--- src/rtl/prefetch_fetcher.sv ---
// Prefetching instruction fetcher: reads IM ahead of decode into a DEPTH-entry {pc, instr} FIFO.
// Define FETCH_ALIGN_CHK_EN to raise a sticky fault on misaligned redirect targets.
module prefetch_fetcher #(
  parameter int unsigned DEPTH    = 4,
  parameter logic [31:0] RESET_PC = 32'h0000_3000
) (
  input  logic        clk,
  input  logic        rst,
  output logic        im_en,
  output logic [31:0] im_addr,
  input  logic [31:0] im_rdata,
  output logic        out_valid,
  input  logic        out_ready,
  output logic [31:0] out_instr,
  output logic [31:0] out_pc,
  input  logic [1:0]  redir_op,
  input  logic [31:0] redir_pc,
  input  logic [15:0] imm16,
  input  logic [25:0] target,
  input  logic [31:0] redir_reg,
  output logic        fault
);

  localparam int unsigned PTR_W = $clog2(DEPTH);
  localparam int unsigned CNT_W = $clog2(DEPTH + 1);
  localparam logic [1:0]  OP_BR = 2'b01;
  localparam logic [1:0]  OP_J  = 2'b10;
  localparam logic [1:0]  OP_JR = 2'b11;

  typedef struct packed {
    logic [31:0] pc;
    logic [31:0] instr;
  } entry_t;

  entry_t             mem_q [DEPTH];
  entry_t             mem_d [DEPTH];
  entry_t             head_q, head_d;
  logic [31:0]        fetch_pc_q, fetch_pc_d;
  logic [31:0]        last_pc_q, last_pc_d;
  logic [PTR_W-1:0]   wr_ptr_q, wr_ptr_d;
  logic [PTR_W-1:0]   rd_ptr_q, rd_ptr_d;
  logic [CNT_W-1:0]   count_q, count_d;
  logic               inflight_q, inflight_d;
  logic               kill_q, kill_d;
  logic               out_valid_q, out_valid_d;

  logic               redirect;
  logic [31:0]        p4;
  logic [31:0]        tgt_raw;
  logic [31:0]        tgt;
  logic [CNT_W:0]     occ;
  logic               issue;
  logic               push;
  logic               pop;
  logic               fault_st;

  assign redirect = (redir_op != 2'b00);
  assign p4       = redir_pc + 32'd4;

  // Redirect target decode
  always_comb begin
    tgt_raw = p4;
    case (redir_op)
      OP_BR:   tgt_raw = p4 + {{14{imm16[15]}}, imm16, 2'b00};
      OP_J:    tgt_raw = {p4[31:28], target, 2'b00};
      OP_JR:   tgt_raw = redir_reg;
      default: tgt_raw = p4;
    endcase
  end

`ifdef FETCH_ALIGN_CHK_EN
  logic fault_q, fault_d;

  assign tgt      = tgt_raw;
  assign fault_st = fault_q;

  always_comb begin
    fault_d = fault_q;
    if (redirect) fault_d = (tgt_raw[1:0] != 2'b00);
  end

  always_ff @(posedge clk or negedge rst) begin
    if (!rst) fault_q <= 1'b0;
    else      fault_q <= fault_d;
  end
`else
  assign tgt      = tgt_raw & ~32'h0000_0003;
  assign fault_st = 1'b0;
`endif

  // Space is reserved for the in-flight read so a push never meets a full FIFO
  assign occ   = {1'b0, count_q} + (CNT_W+1)'(inflight_q);
  assign issue = rst && (occ < (CNT_W+1)'(DEPTH)) && !fault_st && !redirect;
  assign push  = inflight_q && !kill_q && !redirect;
  assign pop   = out_valid_q && out_ready && !redirect;

  always_comb begin
    mem_d       = mem_q;
    fetch_pc_d  = fetch_pc_q;
    last_pc_d   = last_pc_q;
    wr_ptr_d    = wr_ptr_q;
    rd_ptr_d    = rd_ptr_q;
    count_d     = count_q;
    inflight_d  = 1'b0;
    kill_d      = 1'b0;
    if (redirect) begin
      fetch_pc_d = tgt;
      wr_ptr_d   = '0;
      rd_ptr_d   = '0;
      count_d    = '0;
      kill_d     = inflight_q;
    end else begin
      if (push) begin
        mem_d[wr_ptr_q] = '{pc: last_pc_q, instr: im_rdata};
        wr_ptr_d        = wr_ptr_q + PTR_W'(1);
      end
      if (pop) rd_ptr_d = rd_ptr_q + PTR_W'(1);
      count_d = count_q + CNT_W'(push) - CNT_W'(pop);
      if (issue) begin
        fetch_pc_d = fetch_pc_q + 32'd4;
        last_pc_d  = fetch_pc_q;
        inflight_d = 1'b1;
      end
    end
    out_valid_d = (count_d != '0);
    head_d      = mem_d[rd_ptr_d];
  end

  always_ff @(posedge clk or negedge rst) begin
    if (!rst) begin
      for (int unsigned i = 0; i < DEPTH; i++) mem_q[i] <= '0;
      head_q      <= '0;
      fetch_pc_q  <= RESET_PC;
      last_pc_q   <= '0;
      wr_ptr_q    <= '0;
      rd_ptr_q    <= '0;
      count_q     <= '0;
      inflight_q  <= 1'b0;
      kill_q      <= 1'b0;
      out_valid_q <= 1'b0;
    end else begin
      mem_q       <= mem_d;
      head_q      <= head_d;
      fetch_pc_q  <= fetch_pc_d;
      last_pc_q   <= last_pc_d;
      wr_ptr_q    <= wr_ptr_d;
      rd_ptr_q    <= rd_ptr_d;
      count_q     <= count_d;
      inflight_q  <= inflight_d;
      kill_q      <= kill_d;
      out_valid_q <= out_valid_d;
    end
  end

  assign im_en     = issue;
  assign im_addr   = fetch_pc_q;
  assign out_valid = out_valid_q;
  assign out_instr = head_q.instr;
  assign out_pc    = head_q.pc;
  assign fault     = fault_st;

endmodule

--- config.mk ---
export PLATFORM = sky130hd
export DESIGN_NAME = prefetch_fetcher
export DESIGN_NICKNAME = d
export VERILOG_FILES = /design/src/rtl/prefetch_fetcher.sv
export SDC_FILE = /design/constraint.sdc
export NUM_CORES = 1
export LEC_CHECK = 0
export CORE_MARGIN = 2
export CORE_UTILIZATION = 61
export CTS_CLUSTER_SIZE = 8
export DETAILED_ROUTE_END_ITERATION = 10
export PLACE_DENSITY = 0.87
export SYNTH_ARGS = -nofsm -noshare
export SYNTH_HDL_FRONTEND = slang
export SYNTH_SLANG_ARGS = --single-unit
--- constraint.sdc ---
create_clock -name clk -period 6.2 [get_ports clk]
set_clock_uncertainty 0.1 [all_clocks]
set_input_delay 1.24 -clock clk [delete_from_list [all_inputs] [get_ports clk]]
set_output_delay 1.24 -clock clk [all_outputs]
set_load 0.02 [all_outputs]
# After elaboration in Yosys (flattened, before gate mapping)
# Cells that the tools add are included.
# totals
inputBits,143
word_cells,69
out_inout_bits,99
regBits,394
# classes
n_eq_ne,3
magnitude_cmp,4
mux,19
bitwise_logic,3
n_reduce_logical,14
n_addsub,8
# op_table
operator,count
2-to-1 mux 256 bit,2
bitwise mux 256 bit,1
2-to-1 mux 64 bit,3
binary-select mux 64 bit (select 2 bit),1
demux 64 bit (select 2 bit),1
one-hot mux 32 bit (3 select lines),1
adder 32 x 3 -> 32 bit (second input constant),2
2-to-1 mux 32 bit,2
adder 32 bit,1
2-to-1 mux 2 bit,4
logical AND 1 bit,7
>= comparator 3 bit (second input constant),2
NOT 2 -> 3 bit,2
nonzero test 2 bit,3
adder 2 x 1 -> 2 bit (second input constant),2
adder 3 x 1 -> 4 bit,1
equality test 2 bit (second input constant),2
less-than comparator 4 x 3 -> 1 bit (second input constant),1
adder 3 x 1 -> 3 bit,1
less-than comparator 3 x 1 -> 1 bit (second input constant),1
2-to-1 mux 1 bit,3
2-to-1 mux 3 bit,1
nonzero test 3 bit,1
subtractor 3 x 1 -> 3 bit,1
4 further kinds,5

# Longest topological paths before layout
# Gate-level depths: netlist (run 1).
# logic_depth
word_depth,11
ltp_mapped,16
depth_no_buf,15

# Worst setup path after synthesis (run 1)
# OpenSTA, ideal clock, no wires.
# synth_path
path_kind,input port to flip-flop
start,input redir_pc[6]
end,"register fetch_pc_q[30], in the netlist im_addr[30]"
setup_ns,0.086
stages,15
t_arrival_ns,4.070
path_slack_ns,1.944
required_time_ns,6.014
path_buffers,1
cell_sequence,and3_2 -> nand3_4 -> or3_4 -> nor2_1 -> nand3_1 -> xnor2_1 -> ha_1 -> clkbuf_1 -> a21oi_1 -> o21ai_0 -> o21a_1 -> a2111oi_2 -> nor3_1 -> o211a_1 -> nor3_1
# synth_between
elab_chain_cells,4
# synth_lines
element,line_no,text
"start, declared",17,"input logic [31:0] redir_pc,"
adder 32 x 3 -> 32 bit (*),58,assign p4 = redir_pc + 32'd4;
adder 32 bit,64,"OP_BR: tgt_raw = p4 + {{14{imm16[15]}}, imm16, 2'b00};"
one-hot mux 32 bit (3 select lines) (*),63,case (redir_op)
2-to-1 mux 32 bit (*),106,if (redirect) begin
"end signal, assigned",144,fetch_pc_q <= fetch_pc_d;
"end, declared",38,"logic [31:0] fetch_pc_q, fetch_pc_d;"
# Mark *: on every way between the ends. The rest lies on a longest branch, timed or not.
# A chain may end at the register's enable or synchronous reset.

# Worst setup path after layout (run 1)
# layout_path
start,input redir_pc[11]
end,"register fetch_pc_q[30], in the netlist im_addr[30]"
# The elaborated chain is that of the path after synthesis.

==> qor.csv, run 1 <==
metric,value,unit
cap_violations,0,
final_design_area_no_fill,23600,um^2
num-nets-final,2002,
grt_start_max_net_pins,198,
final-setup-viol-count,0,
syn_area,19300,um^2
timing.critical_path.to_type,flip-flop,
drt_first_pass_iters,6,
timing.setup.critical_path_class,primary input to flip-flop,
place.detailed.hpwl,30600,um
crit_path_cell_trace,clkdlybuf4s50_1 -> and4_4 -> nand3_4 -> or3_4 -> nor2_1 -> nand3_1 -> xnor2_1 -> ha_1 -> a21oi_1 -> o21ai_0 -> o21a_1 -> a2111oi_2 -> nor3_1 -> o211a_1 -> nor3_1,
timing.max_slew.rel_slack,28.9,%
routed-via-count,13301,
cpPeakStageDelay,600,ps
die-height,182,um
clock_insertion_delay_worst_skew,560,ps
postCtsSetupBuffers,0,
min-delay-start,mem_q[160],
whs_path_depth,1,
fin_crit,4680,ps
crit_start,redir_pc[11],
vdd_drop_max,0.000206,V
die-area,33100,um^2
final_cell_count_no_fill,2232,
critPathArrivalTime,5040,ps
synth-seq-area-share,50.5,%
timing.final.crit_share,75.4,%
globalRouteOverflowTotal,0,
routedWlPerCell,20.3,um
routabilityCongestion,0.897,
cts_sinks,390,
tritoncts.num_buffers,54,
power_leakage,10.9,nW
io_buffer_count,234,
coreArea,31400,um^2
dpl.cell_count,2160,
grt_resource_usage_total,27.7,%
synth_warnings,0,
cts.clk_slew.worst_paths,50,ps
layout.core_utilization,75.1,%
max_slew.worst_pin.slew,1070,ps
syn_area_per_cell,12.2,um^2
clock_tree.htree_level_count,2,
r2r.worst_path.cells,8,
netlist-cell-type-count,73,
routed_wl,45300,um
via_count_of_the_first_global_routing_pass,14152,
synth-seq-cells,390,
initial_utilization,61.5,%
drtIter0Drc,831,
dominantRegCellSynth,dfrtp_1,
postCtsResizedCells,0,
antenna_found_initial,1,
ant_nets,0,
ioPinCount,242,
rsz_0062_raised_after_global_routing,no,
critical-path-slowest-cell,clkdlybuf4s50_1,
status,finished clean,
required_time_of_the_critical_path,6570,ps
vias_per_cell,5.96,
cts_hold_buffers,0,
post-route-drc-count,0,
setup-tns-final,0,ps
synth_enable_flop_cells,0,
achievable-frequency,214,MHz
synthArstFlopShare,100,%
global_route_wire_length_before_repair,73300,um
ctsRootBufferMaster,clkbuf_16,
placed_standard_cell_area,22100,um^2
worst_path_most_repeated_cell,nor3_1,
fp.dieW,182,um
cts_tree,yes,
final-hold-violation-count,0,
worst-path-max-fanout,8,
area_growth_syn_to_layout,22.0,%
worst_setup_path_start_kind,primary input,
drive_above_1_share,25.0,%
final_max_slew_viol_count,0,
power_per_cell_area,312,nW/um^2
hold_removal_path_class,flip-flop to flip-flop,
synthesis.instances,1578,
reg2reg_from,inflight_q,
floorplan.rows,65,
ctsLongestPathBuffers,3,
==> registers in the layout, indices dropped and copies added (netlist names) <==
name / count
wr_ptr_q: 2
out_instr: 32
inflight_q: 1
rd_ptr_q: 2
out_pc: 32
out_valid: 1
count_q: 3
im_addr: 30
mem_q: 256
last_pc_q: 30
kill_q: 1
==> report_power, final <==
part / total, mW / internal [mW] / switching, mW
clock network: 2.59 / 1.59 / 0.998
logic: 1.60 / 0.845 / 0.760
registers: 3.16 / 2.91 / 0.242
total: 7.35 / 5.35 / 2.00
==> cell usage after synthesis (5+ instances only) <==
library cell	number	area, um^2
nand2_1	69	259
ha_1	43	538
o22ai_1	6	37.5
nand4_1	14	87.6
clkbuf_1	38	143
dfrtp_1	388	9710
nor3_1	22	110
and3_1	12	75.1
mux2_2	340	3830
a21oi_1	35	175
nor2b_1	8	50.1
xor2_1	21	184
inv_1	28	105
buf_1	11	41.3
and2_1	19	119
o21ai_0	44	220
a22oi_1	5	37.5
mux4_2	11	248
a31oi_1	7	43.8
or3_1	5	31.3
buf_2	26	130
o31ai_1	6	45.0
nor2_1	105	394
mux2i_1	80	801
o21a_1	6	45.0
nand2b_1	6	37.5
a21o_1	70	526
nand3_1	30	150
xnor2_1	47	412
==> cell usage in the layout (no fill, tap or decap), types with 4 or more instances in the layout <==
cell,Yosys,final
dfrtp_1,388,388
mux2_2,340,340
clkdlybuf4s50_1,0,233
nor2_1,105,104
mux2i_1,80,80
a21o_1,70,70
nand2_1,69,66
clkbuf_16,0,55
xnor2_1,47,47
o21ai_0,44,44
ha_1,43,43
a21oi_1,35,35
nand3_1,30,30
inv_1,28,28
nor3_1,22,22
xor2_1,21,21
and2_1,19,19
buf_4,3,18
nand4_1,14,14
clkbuf_1,38,13
and3_1,12,12
mux4_2,11,11
nor2b_1,8,8
a31oi_1,7,7
nand2b_1,6,6
o21a_1,6,6
o31ai_1,6,6
o22ai_1,6,6
nand2_4,0,5
or3_1,5,5
a22oi_1,5,5
o211ai_1,4,4
nor4_1,4,4
a211oi_1,4,4
o21bai_1,4,4
buf_12,0,4
==> critical path: cells and delay by family <==
kind            cells  cell delay (ps)
xor+xnor            1              140
fa+ha+maj           1              370
simple gates        7             1400
compound gates      5             1290
buf+inv             1              600
==> path summary, 6_finish.rpt <==
kind | end | slack (ps)
hold / removal | mem_q[160] | 380
setup reg to reg | out_instr[15] | 3030
setup / recovery | im_addr[30] | 1520
min in group asynchronous | mem_q[192] | 590
max in group asynchronous | mem_q[249] | 3210
hold reg to reg | mem_q[160] | 380
==> kinds of logic after synthesis <==
group	synth area share [%]
multiplexers	25.2
flip-flops	50.5
AND/OR/NAND/NOR	8.12
AO/OA/AOI/OAI	7.63
buffers and inverters	2.29
XOR/XNOR	3.17
adder cells (fa/ha/maj)	2.99
other	0.0194
==> through the flow <==
stage	hold WS (ps)	setup slack (ps)	total power, mW
3_3_place_gp	364	1020	4.70
2_1_floorplan	349	1940	4.03
3_5_place_dp	366	981	4.78
6_report	377	1520	7.35
5_1_grt	389	1210	7.67
4_1_cts	380	1560	7.40
==> layer usage <==
layer,up-vias,GRT usage [%],wire length [um]
met5,-,0,0
met4,0,9.52,1220
met3,89,5.50,2900
met2,440,47.7,22700
met1,6661,35.4,18500
li1,6111,-,-
==> area by class of cell <==
type / count / area, um^2
clock inverter: 2 / 28.8
timing repair buffer: 256 / 2560
inverter: 28 / 105
clock buffer: 69 / 1440
tap: 402 / 503
multi-input combinational: 1084 / 9160
sequential: 390 / 9760
fill: 1979 / 7830
antenna: 1 / 2.50
Power figures use the tool's default switching activity.
==> run 2, diff against run 1 <==
CORE_UTILIZATION = 51   (was 61)
PLACE_DENSITY = 0.77   (was 0.87)
clock period = 4.2 ns   (was 6.2 ns; I/O delays follow)
==> qor.csv, run 2 (same netlist as run 1, synthesis figures left out) <==
metric,value,unit,change
status,finished clean,,unchanged
clock_insertion_delay_worst_skew,550,ps,was 560 ps
timing.setup.critical_path_class,primary input to flip-flop,,unchanged
routed_wl,45800,um,was 45300 um
layout.core_utilization,65.3,%,was 75.1%
initial_utilization,51.5,%,was 61.5%
post-route-drc-count,0,,unchanged
routedWlPerCell,18.9,um,was 20.3 um
vdd_drop_max,0.000331,V,was 0.000206 V
critPathArrivalTime,4290,ps,was 5040 ps
setup.reg_to_reg.worst_slack,1300,ps,was 3030 ps
ctsLongestPathBuffers,3,,unchanged
fillers,2829,,was 1979
num-nets-final,2088,,was 2002
floorplan.rows,71,,was 65
postCtsSetupBuffers,0,,unchanged
timing.max_slew.rel_slack,28.6,%,was 28.9%
setup-tns-final,0,ps,unchanged
routabilityCongestion,0.915,,was 0.897
reg2reg_from,im_addr[12],,was inflight_q
place.detailed.hpwl,32300,um,was 30600 um
die-area,39400,um^2,was 33100 um^2
top_register,mem_q,,unchanged
final_max_slew_viol_count,0,,unchanged
cts_tree,yes,,unchanged
layout_commonest_cell,dfrtp_1,,unchanged
fin_crit,3930,ps,
cap_violations,0,,unchanged
routed-via-count,13270,,about the same
timing.final.crit_share,93.5,%,
multi_input_comb_area,9160,um^2,unchanged
area_growth_syn_to_layout,26.7,%,was 22.0%
cts_hold_buffers,0,,unchanged
fp.dieW,199,um,was 182 um
crit_start,redir_pc[8],,was redir_pc[11]
rsz_0062_raised_after_global_routing,no,,unchanged
postCtsResizedCells,0,,unchanged
globalRouteOverflowTotal,0,,unchanged
achievable-frequency,255,MHz,
tritoncts.num_buffers,54,,unchanged
grt_resource_usage_total,23.7,%,was 27.7%
power_leakage,11.4,nW,was 10.9 nW
hold_removal_path_class,primary input to asynchronous set/reset pin,,was flip-flop to flip-flop
grt_start_max_net_pins,159,,was 198
clock_tree.htree_level_count,2,,unchanged
via_count_of_the_first_global_routing_pass,13972,,was 14.2k
commonest_non_fill_non_tap_cells_in_the_layout,"dfrtp_1 (388), mux2_2 (340), clkdlybuf4s50_1 (233)",,unchanged
drtIter0Drc,642,,was 831
drive_above_1_share,28.4,%,was 25.0%
regArea,9760,um^2,unchanged
worst_setup_path_start_kind,primary input,,unchanged
p_total,10.9,mW,was 7.35 mW
r2r.worst_path.cells,7,,was 8
worst-path-max-fanout,4,,was 8
timing.critical_path.to_type,flip-flop,,unchanged
antenna_found_initial,1,,unchanged
ant_nets,0,,unchanged
largest_register_ff_count,256,,unchanged
ioPinCount,242,,unchanged
final-setup-viol-count,0,,unchanged
cts.clk_slew.worst_paths,50,ps,about the same
vias_per_cell,5.47,,was 5.96
coreArea,37500,um^2,was 31400 um^2
final-hold-violation-count,0,,unchanged
global_route_wire_length_before_repair,73500,um,was 73300 um
cts_sinks,390,,unchanged
power_per_cell_area,447,nW/um^2,was 312 nW/um^2
io_buffer_count,234,,unchanged
ctsRootBufferMaster,clkbuf_16,,unchanged
die-height,199,um,was 182 um
max_slew.worst_pin.slew,1070,ps,about the same
drt_first_pass_iters,4,,was 6
required_time_of_the_critical_path,4560,ps,was 6570 ps
-- run 2: changes by cell type in the layout (fill, tap and decap cells not counted) --
cell       before  now
buf_4          18   95
buf_12          4   13
clkbuf_1       13   10
clkbuf_16      55   57
inv_16          1    0
inv_6           1    0
-- run 2: final cells by class --
class,count,area share (%)
sequential,390,39.9
multi-input combinational,1084,37.4
timing repair buffer,342,13.6
clock buffer,68,6.04
tap,511,2.61
inverter,28,0.430
antenna,1,0.0102
-- run 2: path summary, 6_finish.rpt --
check,end
min,out_pc[25]
min in group clk,mem_q[160]
max reg2reg,im_addr[27]
max in group asynchronous,last_pc_q[4]
min reg2reg,mem_q[160]
max,im_addr[30]
-- run 2: layer usage --
metal / global-route usage, % / routed length, um
met5: 0 / 0
met4: 7.02 / 996
met3: 5.04 / 2730
met2: 40.0 / 22400
met1: 30.7 / 19700
-- run 2: through the flow --
step / cell area, um^2 / setup WS (ps) / hold slack (ps) / cells
2_1_floorplan: 19300 / 344 / 349 / 1580
3_3_place_gp: 23000 / -265 / 365 / 2355
3_5_place_dp: 23000 / -309 / 369 / 2355
4_1_cts: 24500 / 263 / 381 / 2423
5_1_grt: 24500 / 28.4 / 388 / 2424
6_report: 24500 / 272 / 369 / 2424
-- run 2: worst max-delay path, stage by stage --
cell and delay, ps:
clkdlybuf4s50_1 480, and3_2 230, nand3_4 100, or3_4 400, nor2_1 150, nand3_1 110
xnor2_1 140, ha_1 310, a21oi_1 170, o21ai_0 130, o21a_1 210, a2111oi_2 480
nor3_1 160, o211a_1 230, nor3_1 160
-- run 2: where the power goes --
part	total (mW)	switching, mW	internal (mW)
clock network	3.85	1.45	2.40
logic	2.44	1.13	1.31
registers	4.64	0.341	4.30
==> run 3, diff against run 2 <==
CAP_MARGIN = 20   (was default)
==> qor.csv, run 3 (same netlist as run 1, synthesis figures left out) <==
metric,value,unit,change
drive_above_1_share,28.4,%,about the same
coreArea,37500,um^2,unchanged
via_count_of_the_first_global_routing_pass,13972,,unchanged
ctsRootBufferMaster,clkbuf_16,,unchanged
vdd_drop_max,0.000333,V,was 0.000331 V
layout.core_utilization,65.3,%,about the same
postCtsResizedCells,0,,unchanged
grt_start_max_net_pins,159,,unchanged
ioPinCount,242,,unchanged
globalRouteOverflowTotal,0,,unchanged
timing.final.crit_share,93.5,%,about the same
drtIter0Drc,595,,was 642
timing.max_slew.rel_slack,37.9,%,was 28.6%
critPathArrivalTime,4290,ps,about the same
floorplan.rows,71,,unchanged
required_time_of_the_critical_path,4560,ps,about the same
status,finished clean,,unchanged
fin_crit,3930,ps,about the same
cpPeakStageDelay,480,ps,about the same
timing.setup.critical_path_class,primary input to flip-flop,,unchanged
die-height,199,um,unchanged
antenna_found_initial,1,,unchanged
p_total,10.9,mW,about the same
critical-path-slowest-cell,clkdlybuf4s50_1,,unchanged
ctsLongestPathBuffers,3,,unchanged
worst_setup_path_start_kind,primary input,,unchanged
post-route-drc-count,0,,unchanged
routed_wl,45800,um,about the same
vias_per_cell,5.47,,about the same
fin_hold_ws,295,ps,was 369 ps
clock_insertion_delay_worst_skew,560,ps,was 550 ps
worst_path_most_repeated_cell,nor3_1,,unchanged
io_buffer_count,234,,unchanged
cts_sinks,390,,unchanged
final-setup-viol-count,0,,unchanged
cts.clk_slew.worst_paths,50,ps,about the same
power_per_cell_area,446,nW/um^2,was 447 nW/um^2
final_design_area_no_fill,24500,um^2,about the same
crit_path_cell_trace,clkdlybuf4s50_1 -> and3_2 -> nand3_4 -> or3_4 -> nor2_1 -> nand3_1 -> xnor2_1 -> ha_1 -> a21oi_1 -> o21ai_0 -> o21a_1 -> a2111oi_2 -> nor3_1 -> o211a_1 -> nor3_1,,unchanged
rsz_0062_raised_after_global_routing,no,,unchanged
layout_commonest_cell,dfrtp_1,,unchanged
routed-via-count,13274,,about the same
cts_hold_buffers,0,,unchanged
fillers,2826,,was 2829
final_max_slew_viol_count,0,,unchanged
largest_register_ff_count,256,,unchanged
postCtsSetupBuffers,0,,unchanged
routedWlPerCell,18.9,um,about the same
place.detailed.hpwl,32300,um,unchanged
ant_nets,0,,unchanged
tritoncts.num_buffers,54,,unchanged
cts_tree,yes,,unchanged
area_growth_syn_to_layout,26.8,%,was 26.7%
global_route_wire_length_before_repair,73500,um,unchanged
placed_standard_cell_area,23000,um^2,unchanged
timing.critical_path.to_type,flip-flop,,unchanged
initial_utilization,51.5,%,unchanged
num-nets-final,2089,,was 2088
die-area,39400,um^2,unchanged
clock_tree.htree_level_count,2,,unchanged
max_slew.worst_pin.slew,931,ps,was 1070 ps
cap_violations,0,,unchanged
top_register,mem_q,,unchanged
fp.dieW,199,um,unchanged
final-hold-violation-count,0,,unchanged
achievable-frequency,255,MHz,about the same
hold_removal_path_class,primary input to asynchronous set/reset pin,,unchanged
grt_resource_usage_total,23.7,%,unchanged
routabilityCongestion,0.915,,unchanged
worst-path-max-fanout,4,,unchanged
drt_first_pass_iters,5,,was 4
commonest_non_fill_non_tap_cells_in_the_layout,"dfrtp_1 (388), mux2_2 (340), clkdlybuf4s50_1 (233)",,unchanged
power_leakage,11.4,nW,about the same
==> run 3: changes by cell type in the layout (fill, tap and decap cells not counted), sizes merged <==
| cell | delta |
|---|---|
| buf | +1 |
==> run 3: worst paths after layout <==
path	start	endpoint	slack, ps	depth (start not counted)
setup reg to reg	im_addr[12]	im_addr[27]	1300	7
hold reg to reg	mem_q[160]	mem_q[160]	380	1
setup / recovery	redir_pc[8]	im_addr[30]	270	15
hold / removal	rst	out_pc[25]	290	2
max in group asynchronous	rst	last_pc_q[3]	2040	3
min in group clk	mem_q[160]	mem_q[160]	380	1
==> run 3: area by class of cell <==
cell class | instances | area [um^2] | share of cell area [%]
clock buffers | 68 | 1480 | 6.03
diodes | 1 | 2.50 | 0.0102
flip-flops and latches | 390 | 9760 | 39.9
inverters | 28 | 105 | 0.429
well taps | 511 | 639 | 2.61
repair buffers | 343 | 3350 | 13.7
multi-input cells | 1084 | 9160 | 37.4
==> run 3: report_power, final <==
group          switching [mW]  leakage [nW]  total, mW  internal (mW)
combinational            1.13          5.62       2.45           1.31
clock                    1.45         0.721       3.84           2.40
sequential              0.340          5.09       4.64           4.30
total                    2.92          11.4       10.9           8.01
==> run 3: layer usage <==
layer / GRT usage [%] / share of wire, % / up-vias / routed length, um
met2: 40.0 / 49 / 337 / 22500
met4: 7.02 / 2.1 / 0 / 977
met3: 5.04 / 5.7 / 73 / 2630
li1: - / - / 6277 / -
met1: 30.7 / 43 / 6587 / 19800
met5: 0 / 0 / - / 0
==> run 3: worst max-delay path: cells and delay by family <==
kind / cells / cell delay, ps
xor gates and xnor gates: 1 / 140
AOI/OAI and AO/OA: 5 / 1220
and+or+nand+nor: 7 / 1300
buffers and inverters: 1 / 480
adders and majority gates: 1 / 310
==> run 3: metrics by stage <==
step / std cells / setup slack (ps) / TNS [ps]
2_1_floorplan: 1580 / 344 / 0
3_3_place_gp: 2355 / -265 / -1880
3_5_place_dp: 2355 / -309 / -2430
4_1_cts: 2423 / 263 / 0
5_1_grt: 2425 / 28.4 / 0
6_report: 2425 / 272 / 0
